$ cat src/rtl/conv3x3_stream_mc_if.sv
// rtl/conv3x3_stream_mc_if.sv - pixel/coef/result handshake bundle for conv3x3_stream_mc
interface conv3x3_stream_mc_if #(
   parameter int DATA_WIDTH = 8,
   parameter int COEF_WIDTH = 8,
   parameter int NUM_OCH    = 2
);
   localparam int AW  = $clog2(NUM_OCH * 9);
   localparam int CHW = (NUM_OCH > 1) ? $clog2(NUM_OCH) : 1;

   logic                  in_valid;
   logic                  in_ready;
   logic [DATA_WIDTH-1:0] pixel_in;
   logic                  coef_we;
   logic [AW-1:0]         coef_addr;
   logic [COEF_WIDTH-1:0] coef_wdata;
   logic                  relu_en;
   logic                  out_valid;
   logic                  out_ready;
   logic [DATA_WIDTH-1:0] out_data;
   logic [CHW-1:0]        out_ch;
   logic                  out_last;

   modport slave (
      input  in_valid, pixel_in, coef_we, coef_addr, coef_wdata, relu_en, out_ready,
      output in_ready, out_valid, out_data, out_ch, out_last
   );

   modport master (
      output in_valid, pixel_in, coef_we, coef_addr, coef_wdata, relu_en, out_ready,
      input  in_ready, out_valid, out_data, out_ch, out_last
   );
endinterface

$ cat src/rtl/conv3x3_stream_mc.sv
// rtl/conv3x3_stream_mc.sv - streaming 3x3 convolution, NUM_OCH channels time-multiplexed per window
module conv3x3_stream_mc #(
   parameter int DATA_WIDTH = 8,
   parameter int COEF_WIDTH = 8,
   parameter int IMG_WIDTH  = 28,
   parameter int IMG_HEIGHT = 28,
   parameter int NUM_OCH    = 2,
   parameter int SHIFT      = 0
) (
   input logic               clk,
   input logic               rst_n,
   conv3x3_stream_mc_if.slave bus
);
   localparam int NCOEF  = NUM_OCH * 9;
   localparam int AW     = $clog2(NCOEF);
   localparam int CHW    = (NUM_OCH > 1) ? $clog2(NUM_OCH) : 1;
   localparam int CLW    = $clog2(IMG_WIDTH);
   localparam int RWW    = $clog2(IMG_HEIGHT);
   localparam int ACC_W  = DATA_WIDTH + COEF_WIDTH + 5;
   localparam int PROD_W = DATA_WIDTH + COEF_WIDTH + 1;

   localparam logic [0:0] S_ACCEPT = 1'b0;
   localparam logic [0:0] S_MAC    = 1'b1;

   localparam logic signed [ACC_W-1:0] SAT_MAX = ACC_W'((1 << (DATA_WIDTH - 1)) - 1);
   localparam logic signed [ACC_W-1:0] SAT_MIN = ~SAT_MAX;

   logic [0:0]                   state_q, state_d;
   logic [CLW-1:0]               col_q, col_d;
   logic [RWW-1:0]               row_q, row_d;
   logic [CHW-1:0]               ch_q, ch_d;
   logic                         last_win_q, last_win_d;
   logic                         out_valid_q, out_valid_d;
   logic [DATA_WIDTH-1:0]        out_data_q, out_data_d;
   logic [CHW-1:0]               out_ch_q, out_ch_d;
   logic                         out_last_q, out_last_d;
   logic signed [COEF_WIDTH-1:0] coef_q [NCOEF];
   logic signed [COEF_WIDTH-1:0] coef_d [NCOEF];
   // window flattened as ky*3+kx; kx=0 is the oldest column
   logic [DATA_WIDTH-1:0]        win_q [9];
   logic [DATA_WIDTH-1:0]        win_d [9];
   logic [DATA_WIDTH-1:0]        lb0_mem [IMG_WIDTH];
   logic [DATA_WIDTH-1:0]        lb1_mem [IMG_WIDTH];

   logic                     accept, out_free, col_end, row_end, ch_end;
   logic [AW-1:0]            cidx;
   logic signed [PROD_W-1:0] pix_ext, cf_ext, prod;
   logic signed [ACC_W-1:0]  acc, shifted, result;

   assign bus.in_ready  = rst_n && (state_q == S_ACCEPT);
   assign accept        = bus.in_valid && bus.in_ready;
   assign out_free      = !out_valid_q || bus.out_ready;
   assign col_end       = (col_q == CLW'(IMG_WIDTH - 1));
   assign row_end       = (row_q == RWW'(IMG_HEIGHT - 1));
   assign ch_end        = (ch_q == CHW'(NUM_OCH - 1));
   assign bus.out_valid = out_valid_q;
   assign bus.out_data  = out_data_q;
   assign bus.out_ch    = out_ch_q;
   assign bus.out_last  = out_last_q;

   always_comb begin
      acc = '0; prod = '0; pix_ext = '0; cf_ext = '0; cidx = '0;
      for (int k = 0; k < 9; k++) begin
         cidx    = AW'(int'(ch_q) * 9 + k);
         pix_ext = PROD_W'(win_q[k]);
         cf_ext  = PROD_W'(coef_q[cidx]);
         prod    = pix_ext * cf_ext;
         acc     = acc + ACC_W'(prod);
      end
      shifted = acc >>> SHIFT;
      result  = shifted;
      if (bus.relu_en && shifted[ACC_W-1]) result = '0;
      if (result > SAT_MAX)      result = SAT_MAX;
      else if (result < SAT_MIN) result = SAT_MIN;
   end

   always_comb begin
      state_d     = state_q;
      col_d       = col_q;
      row_d       = row_q;
      ch_d        = ch_q;
      last_win_d  = last_win_q;
      out_valid_d = out_valid_q && !bus.out_ready;
      out_data_d  = out_data_q;
      out_ch_d    = out_ch_q;
      out_last_d  = out_last_q;
      coef_d      = coef_q;
      win_d       = win_q;
      if (bus.coef_we && (bus.coef_addr < AW'(NCOEF))) coef_d[bus.coef_addr] = bus.coef_wdata;
      if (accept) begin
         col_d = col_end ? '0 : col_q + CLW'(1);
         if (col_end) row_d = row_end ? '0 : row_q + RWW'(1);
         for (int r = 0; r < 3; r++) begin
            win_d[3*r]   = win_q[3*r+1];
            win_d[3*r+1] = win_q[3*r+2];
         end
         win_d[2] = lb1_mem[col_q];
         win_d[5] = lb0_mem[col_q];
         win_d[8] = bus.pixel_in;
         if (row_q >= RWW'(2) && col_q >= CLW'(2)) begin
            state_d    = S_MAC;
            ch_d       = '0;
            last_win_d = row_end && col_end;
         end
      end
      if (state_q == S_MAC && out_free) begin
         out_valid_d = 1'b1;
         out_data_d  = result[DATA_WIDTH-1:0];
         out_ch_d    = ch_q;
         out_last_d  = last_win_q && ch_end;
         if (ch_end) state_d = S_ACCEPT;
         else        ch_d    = ch_q + CHW'(1);
      end
   end

   // line buffers and window hold only pixel history, so they skip reset
   always_ff @(posedge clk) begin
      if (accept) begin
         lb1_mem[col_q] <= lb0_mem[col_q];
         lb0_mem[col_q] <= bus.pixel_in;
      end
      win_q <= win_d;
   end

   always_ff @(posedge clk or negedge rst_n) begin
      if (!rst_n) begin
         state_q     <= S_ACCEPT;
         col_q       <= '0;
         row_q       <= '0;
         ch_q        <= '0;
         last_win_q  <= 1'b0;
         out_valid_q <= 1'b0;
         out_data_q  <= '0;
         out_ch_q    <= '0;
         out_last_q  <= 1'b0;
         coef_q      <= '{default: '0};
      end else begin
         state_q     <= state_d;
         col_q       <= col_d;
         row_q       <= row_d;
         ch_q        <= ch_d;
         last_win_q  <= last_win_d;
         out_valid_q <= out_valid_d;
         out_data_q  <= out_data_d;
         out_ch_q    <= out_ch_d;
         out_last_q  <= out_last_d;
         coef_q      <= coef_d;
      end
   end
endmodule

$ cat src/flat_wrapper.sv
// flat-port wrapper written by rule: the top's interface ports become plain ports
module conv3x3_stream_mc_flat 
#(
   parameter int DATA_WIDTH = 8,
   parameter int COEF_WIDTH = 8,
   parameter int IMG_WIDTH  = 28,
   parameter int IMG_HEIGHT = 28,
   parameter int NUM_OCH    = 2,
   parameter int SHIFT      = 0
)
  (clk, rst_n, bus_in_valid, bus_pixel_in, bus_coef_we, bus_coef_addr, bus_coef_wdata, bus_relu_en, bus_out_ready, bus_in_ready, bus_out_valid, bus_out_data, bus_out_ch, bus_out_last);
  conv3x3_stream_mc_if #(.DATA_WIDTH(DATA_WIDTH), .COEF_WIDTH(COEF_WIDTH), .NUM_OCH(NUM_OCH)) bus_i ();
  input logic clk;
  input logic rst_n;
  input wire logic [$bits(bus_i.in_valid)-1:0] bus_in_valid;
  input wire logic [$bits(bus_i.pixel_in)-1:0] bus_pixel_in;
  input wire logic [$bits(bus_i.coef_we)-1:0] bus_coef_we;
  input wire logic [$bits(bus_i.coef_addr)-1:0] bus_coef_addr;
  input wire logic [$bits(bus_i.coef_wdata)-1:0] bus_coef_wdata;
  input wire logic [$bits(bus_i.relu_en)-1:0] bus_relu_en;
  input wire logic [$bits(bus_i.out_ready)-1:0] bus_out_ready;
  output wire logic [$bits(bus_i.in_ready)-1:0] bus_in_ready;
  output wire logic [$bits(bus_i.out_valid)-1:0] bus_out_valid;
  output wire logic [$bits(bus_i.out_data)-1:0] bus_out_data;
  output wire logic [$bits(bus_i.out_ch)-1:0] bus_out_ch;
  output wire logic [$bits(bus_i.out_last)-1:0] bus_out_last;
  assign bus_i.in_valid = bus_in_valid;
  assign bus_i.pixel_in = bus_pixel_in;
  assign bus_i.coef_we = bus_coef_we;
  assign bus_i.coef_addr = bus_coef_addr;
  assign bus_i.coef_wdata = bus_coef_wdata;
  assign bus_i.relu_en = bus_relu_en;
  assign bus_i.out_ready = bus_out_ready;
  assign bus_in_ready = bus_i.in_ready;
  assign bus_out_valid = bus_i.out_valid;
  assign bus_out_data = bus_i.out_data;
  assign bus_out_ch = bus_i.out_ch;
  assign bus_out_last = bus_i.out_last;
  conv3x3_stream_mc #(.DATA_WIDTH(DATA_WIDTH), .COEF_WIDTH(COEF_WIDTH), .IMG_WIDTH(IMG_WIDTH), .IMG_HEIGHT(IMG_HEIGHT), .NUM_OCH(NUM_OCH), .SHIFT(SHIFT)) u_core (.clk(clk), .rst_n(rst_n), .bus(bus_i));
endmodule
$ cat config.mk
export PLATFORM = sky130hd
export DESIGN_NAME = conv3x3_stream_mc_flat
export DESIGN_NICKNAME = d
export VERILOG_FILES = /design/src/rtl/conv3x3_stream_mc_if.sv /design/src/rtl/conv3x3_stream_mc.sv /design/src/flat_wrapper.sv
export SDC_FILE = /design/constraint.sdc
export NUM_CORES = 2
export LEC_CHECK = 0
export CELL_PAD_IN_SITES_DETAIL_PLACEMENT = 0
export CELL_PAD_IN_SITES_GLOBAL_PLACEMENT = 1
export CORE_MARGIN = 2
export CORE_UTILIZATION = 49
export DETAILED_ROUTE_END_ITERATION = 6
export PLACE_DENSITY_LB_ADDON = 0.05
export SLEW_MARGIN = 5
export SYNTH_ARGS = -nofsm -noshare
export SYNTH_HDL_FRONTEND = slang
export SYNTH_SLANG_ARGS = --single-unit
$ cat constraint.sdc
create_clock -name clk -period 12.8 [get_ports clk]
set_input_delay 2.56 -clock clk [delete_from_list [all_inputs] [get_ports clk]]
set_output_delay 2.56 -clock clk [all_outputs]
set_load 0.005 [all_outputs]
==> Word-level counts from Yosys, hierarchy flattened <==
Memories as Yosys holds them, arrays and structs flattened. A register that Yosys moved wholly into a read port is not among the register bits.
Index checks and enable logic that the tools add are counted.
{ "classes": {"mux": 46, "eq_ne": 2, "n_addsub": 19, "n_bitwise": 11, "reduce_logical": 15, "magnitude_cmp": 16, "mul": 10} }
{ "ops": {"columns": ["operator", "n"], "rows": [
  ["binary-select mux 8 bit (select 5 bit)", 9],
  ["2-to-1 mux 8 bit", 21],
  ["multiplier 9 x 8 -> 17 bit", 9],
  ["bitwise mux 144 bit", 1],
  ["adder 21 x 17 -> 21 bit", 6],
  ["greater-or-equal comparator 6 bit, second input constant", 10],
  ["NOT 5 -> 6 bit", 10],
  ["demux 8 bit (select 5 bit)", 1],
  ["greater-than comparator 21 x 8 -> 1 bit, second input constant", 1],
  ["less-than comparator 21 x 8 -> 1 bit, second input constant", 1],
  ["2-to-1 mux 21 bit", 1],
  ["adder 5 x 4 -> 5 bit, second input constant", 4],
  ["adder 18 x 17 -> 19 bit", 1],
  ["adder 17 x 17 -> 18 bit", 1],
  ["2-to-1 mux 1 bit", 11],
  ["adder 5 x 1 -> 5 bit, second input constant", 2],
  ["adder 5 x 3 -> 5 bit, second input constant", 2],
  ["equality test 5 bit, second input constant", 2],
  ["greater-or-equal comparator 5 x 2 -> 1 bit, second input constant", 2],
  ["logical AND 1 bit", 10],
  ["2-to-1 mux 5 bit", 2],
  ["less-than comparator 6 x 1 -> 1 bit, second input constant", 1],
  ["adder 5 x 2 -> 5 bit, second input constant", 1],
  ["adder 5 bit, second input constant", 1],
  ["other kinds (7)", 9]
]} }
{ "totals": {"output_inout_bits": 12, "wordCells": 156, "register_bits": 232, "n_memories": 2, "ram_bits": 448} }
{ "mem_list": {"columns": ["name", "words", "width", "read_ports", "rd_ports_with_merged_regs", "write_ports", "line_no", "source"], "rows": [
  ["u_core.lb0_mem", 28, 8, 1, 0, 1, "conv3x3_stream_mc.sv:42", "logic [DATA_WIDTH-1:0] lb0_mem [IMG_WIDTH];"],
  ["u_core.lb1_mem", 28, 8, 1, 1, 1, "conv3x3_stream_mc.sv:43", "logic [DATA_WIDTH-1:0] lb1_mem [IMG_WIDTH];"]
]} }

==> Depth between registers and ports, before layout <==
{ "logic_depth": {"depth_word": 20, "ltp_mapped": 48} }

==> Worst setup path before layout <==
Ideal clock, no wire load.
{ "synth_path": {"path_type": "reg2reg", "startpoint": "register u_core.ch_q (netlist: u_core.ch_end)", "endpoint": "register u_core.out_data_q[5] (netlist: u_core.bus.out_data[5])", "t_required_ns": 12.679, "slack_ns": -0.084, "n_path_buf": 3, "arrival_ns": 12.763, "setup_time_ns": 0.121, "stages_incl_launch_ff": 43, "cell_sequence": "dfrtp_1 > clkbuf_1 > buf_1 > mux2i_1 > nor2b_1 > fa_1 > fa_1 > inv_1 > fa_1 > inv_1 > fa_1 > fa_1 > fa_1 > fa_1 > ha_1 > a21oi_1 > nor2b_1 > o21ai_0 > (+7 left out) > fa_1 > fa_1 > fa_1 > inv_1 > fa_1 > inv_1 > fa_1 > ha_1 > o21ai_1 > a21oi_1 > a41o_1 > a2111oi_4 > nor3_2 > or3_1 > buf_2 > o21ai_2 > o21ba_1 > o22a_1"} }
{ "synth_between": {"elab_chain_len": 20} }
{ "synth_rtl": {"columns": ["element", "line_no", "source"], "rows": [
  ["start, declared", "conv3x3_stream_mc.sv:31", "logic [CHW-1:0] ch_q, ch_d;"],
  ["start signal, assigned", "conv3x3_stream_mc.sv:141", "ch_q <= ch_d;"],
  ["multiplier 1 x 4 -> 5 bit (*)", "conv3x3_stream_mc.sv:64", "cidx = AW'(int'(ch_q) * 9 + k);"],
  ["adder 5 x 2 -> 5 bit", "conv3x3_stream_mc.sv:64", null],
  ["NOT 5 -> 6 bit (not written as such)", "conv3x3_stream_mc.sv:66", "cf_ext = PROD_W'(coef_q[cidx]);"],
  ["binary-select mux 8 bit (select 5 bit)", "conv3x3_stream_mc.sv:66", null],
  ["2-to-1 mux 8 bit (not written as such) (2 in a row)", "conv3x3_stream_mc.sv:66", null],
  ["multiplier 9 x 8 -> 17 bit", "conv3x3_stream_mc.sv:67", "prod = pix_ext * cf_ext;"],
  ["adder 17 x 17 -> 18 bit", "conv3x3_stream_mc.sv:68", "acc = acc + ACC_W'(prod);"],
  ["adder 18 x 17 -> 19 bit", "conv3x3_stream_mc.sv:68", null],
  ["adder 21 x 17 -> 21 bit (5 in a row)", "conv3x3_stream_mc.sv:68", null],
  ["adder 21 x 17 -> 21 bit (*)", "conv3x3_stream_mc.sv:68", null],
  ["logical AND 1 bit", "conv3x3_stream_mc.sv:72", "if (bus.relu_en && shifted[ACC_W-1]) result = '0;"],
  ["2-to-1 mux 21 bit (*)", "conv3x3_stream_mc.sv:72", null],
  ["less-than comparator 21 x 8 -> 1 bit", "conv3x3_stream_mc.sv:74", "else if (result < SAT_MIN) result = SAT_MIN;"],
  ["2-to-1 mux 8 bit", "conv3x3_stream_mc.sv:74", null],
  ["2-to-1 mux 8 bit (*)", "conv3x3_stream_mc.sv:73", "if (result > SAT_MAX) result = SAT_MAX;"],
  ["end signal, assigned", "conv3x3_stream_mc.sv:144", "out_data_q <= out_data_d;"],
  ["end, declared", "conv3x3_stream_mc.sv:34", "logic [DATA_WIDTH-1:0] out_data_q, out_data_d;"]
]} }
Mark *: on every way between the ends. The rest lies on a longest branch, timed or not. The select of a mux whose other input is x is not followed.
A chain may end at the register's enable or synchronous reset.

==> Worst setup path in the final report <==
{ "layout_path": {"startpoint": "register u_core.ch_q (netlist: u_core.ch_end)", "endpoint": "register u_core.out_data_q[7] (netlist: u_core.bus.out_data[7])"} }
Same word-level chain as after synthesis.

==> summary.txt <==
Run status
  • Status: complete, no violations

Global route
  • Global-route wire length before repair: 191000 µm
  • Total overflow reported by the global router: 0
  • Global-route usage over all layers: 25.2%
  • Via count of the first global-routing pass: 30.8k
  • Pin count of the biggest net entering global routing: 90
  • Initial antenna violation count: 0

Place
  • Placement-stage worst setup slack: -0.177 ns
  • Final Wtd Congestion: 0.895
  • Cell total after placement: 5067
  • HPWL reported at the end of detailed placement: 95200 µm
  • Post-Place Cell Area: 0.0515 mm²
  • Count of buffers from port buffering: 38

Routing
  • Remaining design rule violation count: 0
  • Violation count after the first detailed-routing iteration: 1572
  • Post-detailed-route wirelength per cell: 23.9 µm
  • Detailed-router iteration count before antenna repair: 5
  • Residual antenna-violating net count after detailed routing: 0
  • Routed Wire Length: 125000 µm
  • Vias after detailed routing: 28.0k
  • Post-DR vias/cell: 5.38

Yosys
  • Top cells by area in the synthesized netlist: sky130_fd_sc_hd__edfxtp_1 32%, sky130_fd_sc_hd__fa_1 23%, sky130_fd_sc_hd__dfrtp_1 8.6%, sky130_fd_sc_hd__ha_1 8.4%, sky130_fd_sc_hd__inv_1 5.8%
  • Post-synthesis net count: 4632
  • Number of enable flip-flop cells after synthesis: 520
  • Synth Instances: 3716
  • Cell with the most instances after synthesis: sky130_fd_sc_hd__inv_1
  • Distinct cell type count of the synthesized netlist: 64
  • Yosys warning count: 0
  • Share of synthesized flip-flops with an asynchronous set or reset: 24.4%
  • Average footprint of a synthesized cell: 13.2 µm²
  • Top cell types by occurrence after synthesis: 758 x sky130_fd_sc_hd__inv_1, 559 x sky130_fd_sc_hd__fa_1, 520 x sky130_fd_sc_hd__edfxtp_1
  • Flop and latch count out of synthesis: 688
  • Post-synthesis sequential area ratio: 40.5%
  • Cell type with the highest aggregate area in the netlist: sky130_fd_sc_hd__edfxtp_1
  • Top-area cell type share of the netlist area: 31.9%
  • Predominant post-synthesis flop cell: sky130_fd_sc_hd__edfxtp_1
  • Post-synthesis cell area: 0.0490 mm²

STA
  • Time the final worst path needs with I/O delays and setup: 12.42 ns
  • Slew @ Worst Pin: 1.27 ns
  • Number of max-slew violations in the final report: 0
  • Hold violation total from the final report: 0
  • Worst clock skew: 0.0516 ns
  • RSZ-0062 raised after global routing: yes
  • Finish-stage setup viols: 0
  • Relative slew slack: 15.4%
  • Achievable Freq: 80.5 MHz
  • Final clock period utilization by the worst path: 97.0%
  • Final worst-path setup slack: 0.381 ns

Clock network
  • CTS tree: yes
  • Quantity of hold-fixing buffers added after cts: 0
  • Num CTS Buffers: 76
  • Clk_lat worst skew: 0.68 ns
  • Clock transition at the registers of the reported paths: 0.06 ns
  • Sinks on Clock Net: 688
  • Number of H-tree levels: 3
  • Number of buffers between clock root and the deepest sink: 3
  • Clock root buffer master: sky130_fd_sc_hd__clkbuf_16

Critical path
  • Setup crit end kind: flop
  • Register-to-register setup slack: 0.38 ns
  • Cell family with the largest share of critical-path delay: adder cells
  • Sum of buffers and inverters on the critical path: 10
  • Critical path origin: u_core.ch_end
  • Highest-delay cell along the critical path: sky130_fd_sc_hd__fa_1
  • Startpoint type of the worst setup path: flop
  • Maximum fanout encountered on the critical timing path: 7
  • Arr. time, crit path: 12.99 ns
  • R2r startpoint: u_core.ch_end
  • Most frequent cell on the critical path: sky130_fd_sc_hd__fa_1
  • Critical path's largest stage delay: 0.57 ns
  • Category of the critical setup timing path: flop to flop
  • Required time of the critical path: 13.37 ns

Min path
  • Critical hold path startpoint: u_core.bus.out_last
  • Classification of the worst-slack hold path: flop to flop

Floorplanning
  • Ports: 39
  • Cell row count: 115
  • Die span in y: 320 µm
  • Full die area: 0.102 mm²
  • Starting Density: 49.6%
  • Placeable core region: 0.0987 mm²
  • Die Span X: 320 µm

Cells and area
  • Antenna cells: 0
  • Final #Nets: 4784
  • P&R area growth vs syn: 10.9%
  • Final cell area excluding filler cells: 0.0543 mm²
  • Post-route core utilization: 55.0%
  • Finished Layout Cells: 5216
  • Fraction of layout instances using a drive strength above 1: 16.1%

Job
  • Max-capacitance violation count: 0
[state kept, by name, summed over array words and instances (netlist names)]
signal,cells
u_core.ch_end,1
u_core.lb1_mem,224
u_core.row_q,5
u_core.coef_q,144
u_core.col_q,5
u_core.bus.out_last,1
u_core.lb0_mem,224
u_core.state_q,1
u_core.win_q,64
u_core.last_win_q,1
u_core.bus.out_valid,1
u_core.bus.out_data,8
u_core.pix_ext,8
u_core.bus.out_ch,1
[worst register-to-register path: cells and delay by family, from the launching register on]
family | cells | cell delay (ns)
buffers and inverters | 10 | 0.79
AO/OA/AOI/OAI | 11 | 2.39
multiplexers | 1 | 0.34
AND/OR/NAND/NOR | 4 | 0.52
flip-flops | 1 | 0.54
XOR/XNOR | 1 | 0.08
adder cells (fa/ha/maj) | 17 | 7.67
[worst paths after layout]
kind	cells after the start	to
max	44	u_core.bus.out_data[7]
min	2	u_core.bus.out_last
max reg2reg	44	u_core.bus.out_data[7]
min reg2reg	2	u_core.bus.out_last
max in group asynchronous	2	u_core.coef_q[116]
min in group asynchronous	1	u_core.bus.out_data[3]
[layer usage]
| layer | vias up | track usage, % | part of all wire, % |
|---|---|---|---|
| met2 | 485 | 44.8 | 52 |
| met1 | 14900 | 32.5 | 41 |
| met3 | 147 | 2.82 | 3.4 |
| met5 | - | 0 | 0 |
| li1 | 12500 | - | - |
| met4 | 0 | 7.85 | 3.1 |
[placed cells by master, fill, tap and decap left out, types with 77 or more instances in the layout]
cell / Yosys / final
sky130_fd_sc_hd__nor2_1: 93 / 88
sky130_fd_sc_hd__buf_4: 0 / 99
sky130_fd_sc_hd__ha_1: 330 / 326
sky130_fd_sc_hd__and2_1: 144 / 142
sky130_fd_sc_hd__inv_1: 758 / 758
sky130_fd_sc_hd__mux2_2: 198 / 194
sky130_fd_sc_hd__nor2b_1: 161 / 160
sky130_fd_sc_hd__clkbuf_16: 0 / 77
sky130_fd_sc_hd__mux4_2: 122 / 122
sky130_fd_sc_hd__edfxtp_1: 520 / 520
sky130_fd_sc_hd__dfrtp_1: 168 / 163
sky130_fd_sc_hd__nand2_1: 255 / 255
sky130_fd_sc_hd__fa_1: 559 / 556
[cells by family after synthesis]
family / Yosys count / synth area share (%)
flip-flops: 688 / 40.5
buffers and inverters: 826 / 6.35
XOR/XNOR: 35 / 0.626
AND/OR/NAND/NOR: 781 / 8.22
AO/OA/AOI/OAI: 122 / 1.73
multiplexers: 375 / 11.3
adder cells (fa/ha/maj): 889 / 31.3
[through the flow]
step	TNS [ns]	hold slack, ns
after floorplan	0	0.424
after global placement	-0.0585	0.456
after detailed placement	-0.920	0.465
after CTS	0	0.483
after global routing	-0.653	0.496
final	0	0.476
[area by class of cell]
class	count	area (µm²)
fill	8221	44400
multi-input combinational	2202	26300
sequential	688	19800
inverter	758	2850
clock buffer	93	1980
tap	1287	1610
timing repair buffer	142	1200
clock inverter	46	483
[what timing repair did]
item                                    4_1_cts  5_1_grt
buffers inserted                              2        7
gates cloned                                  0        1
pin swaps                                     2       38
resized for setup                             2       47
endpoints found under the setup margin        8        8
Power is left out: the tool's default activity adds up to more than one toggle a clock period on the data nets, which glitch-free logic cannot reach.
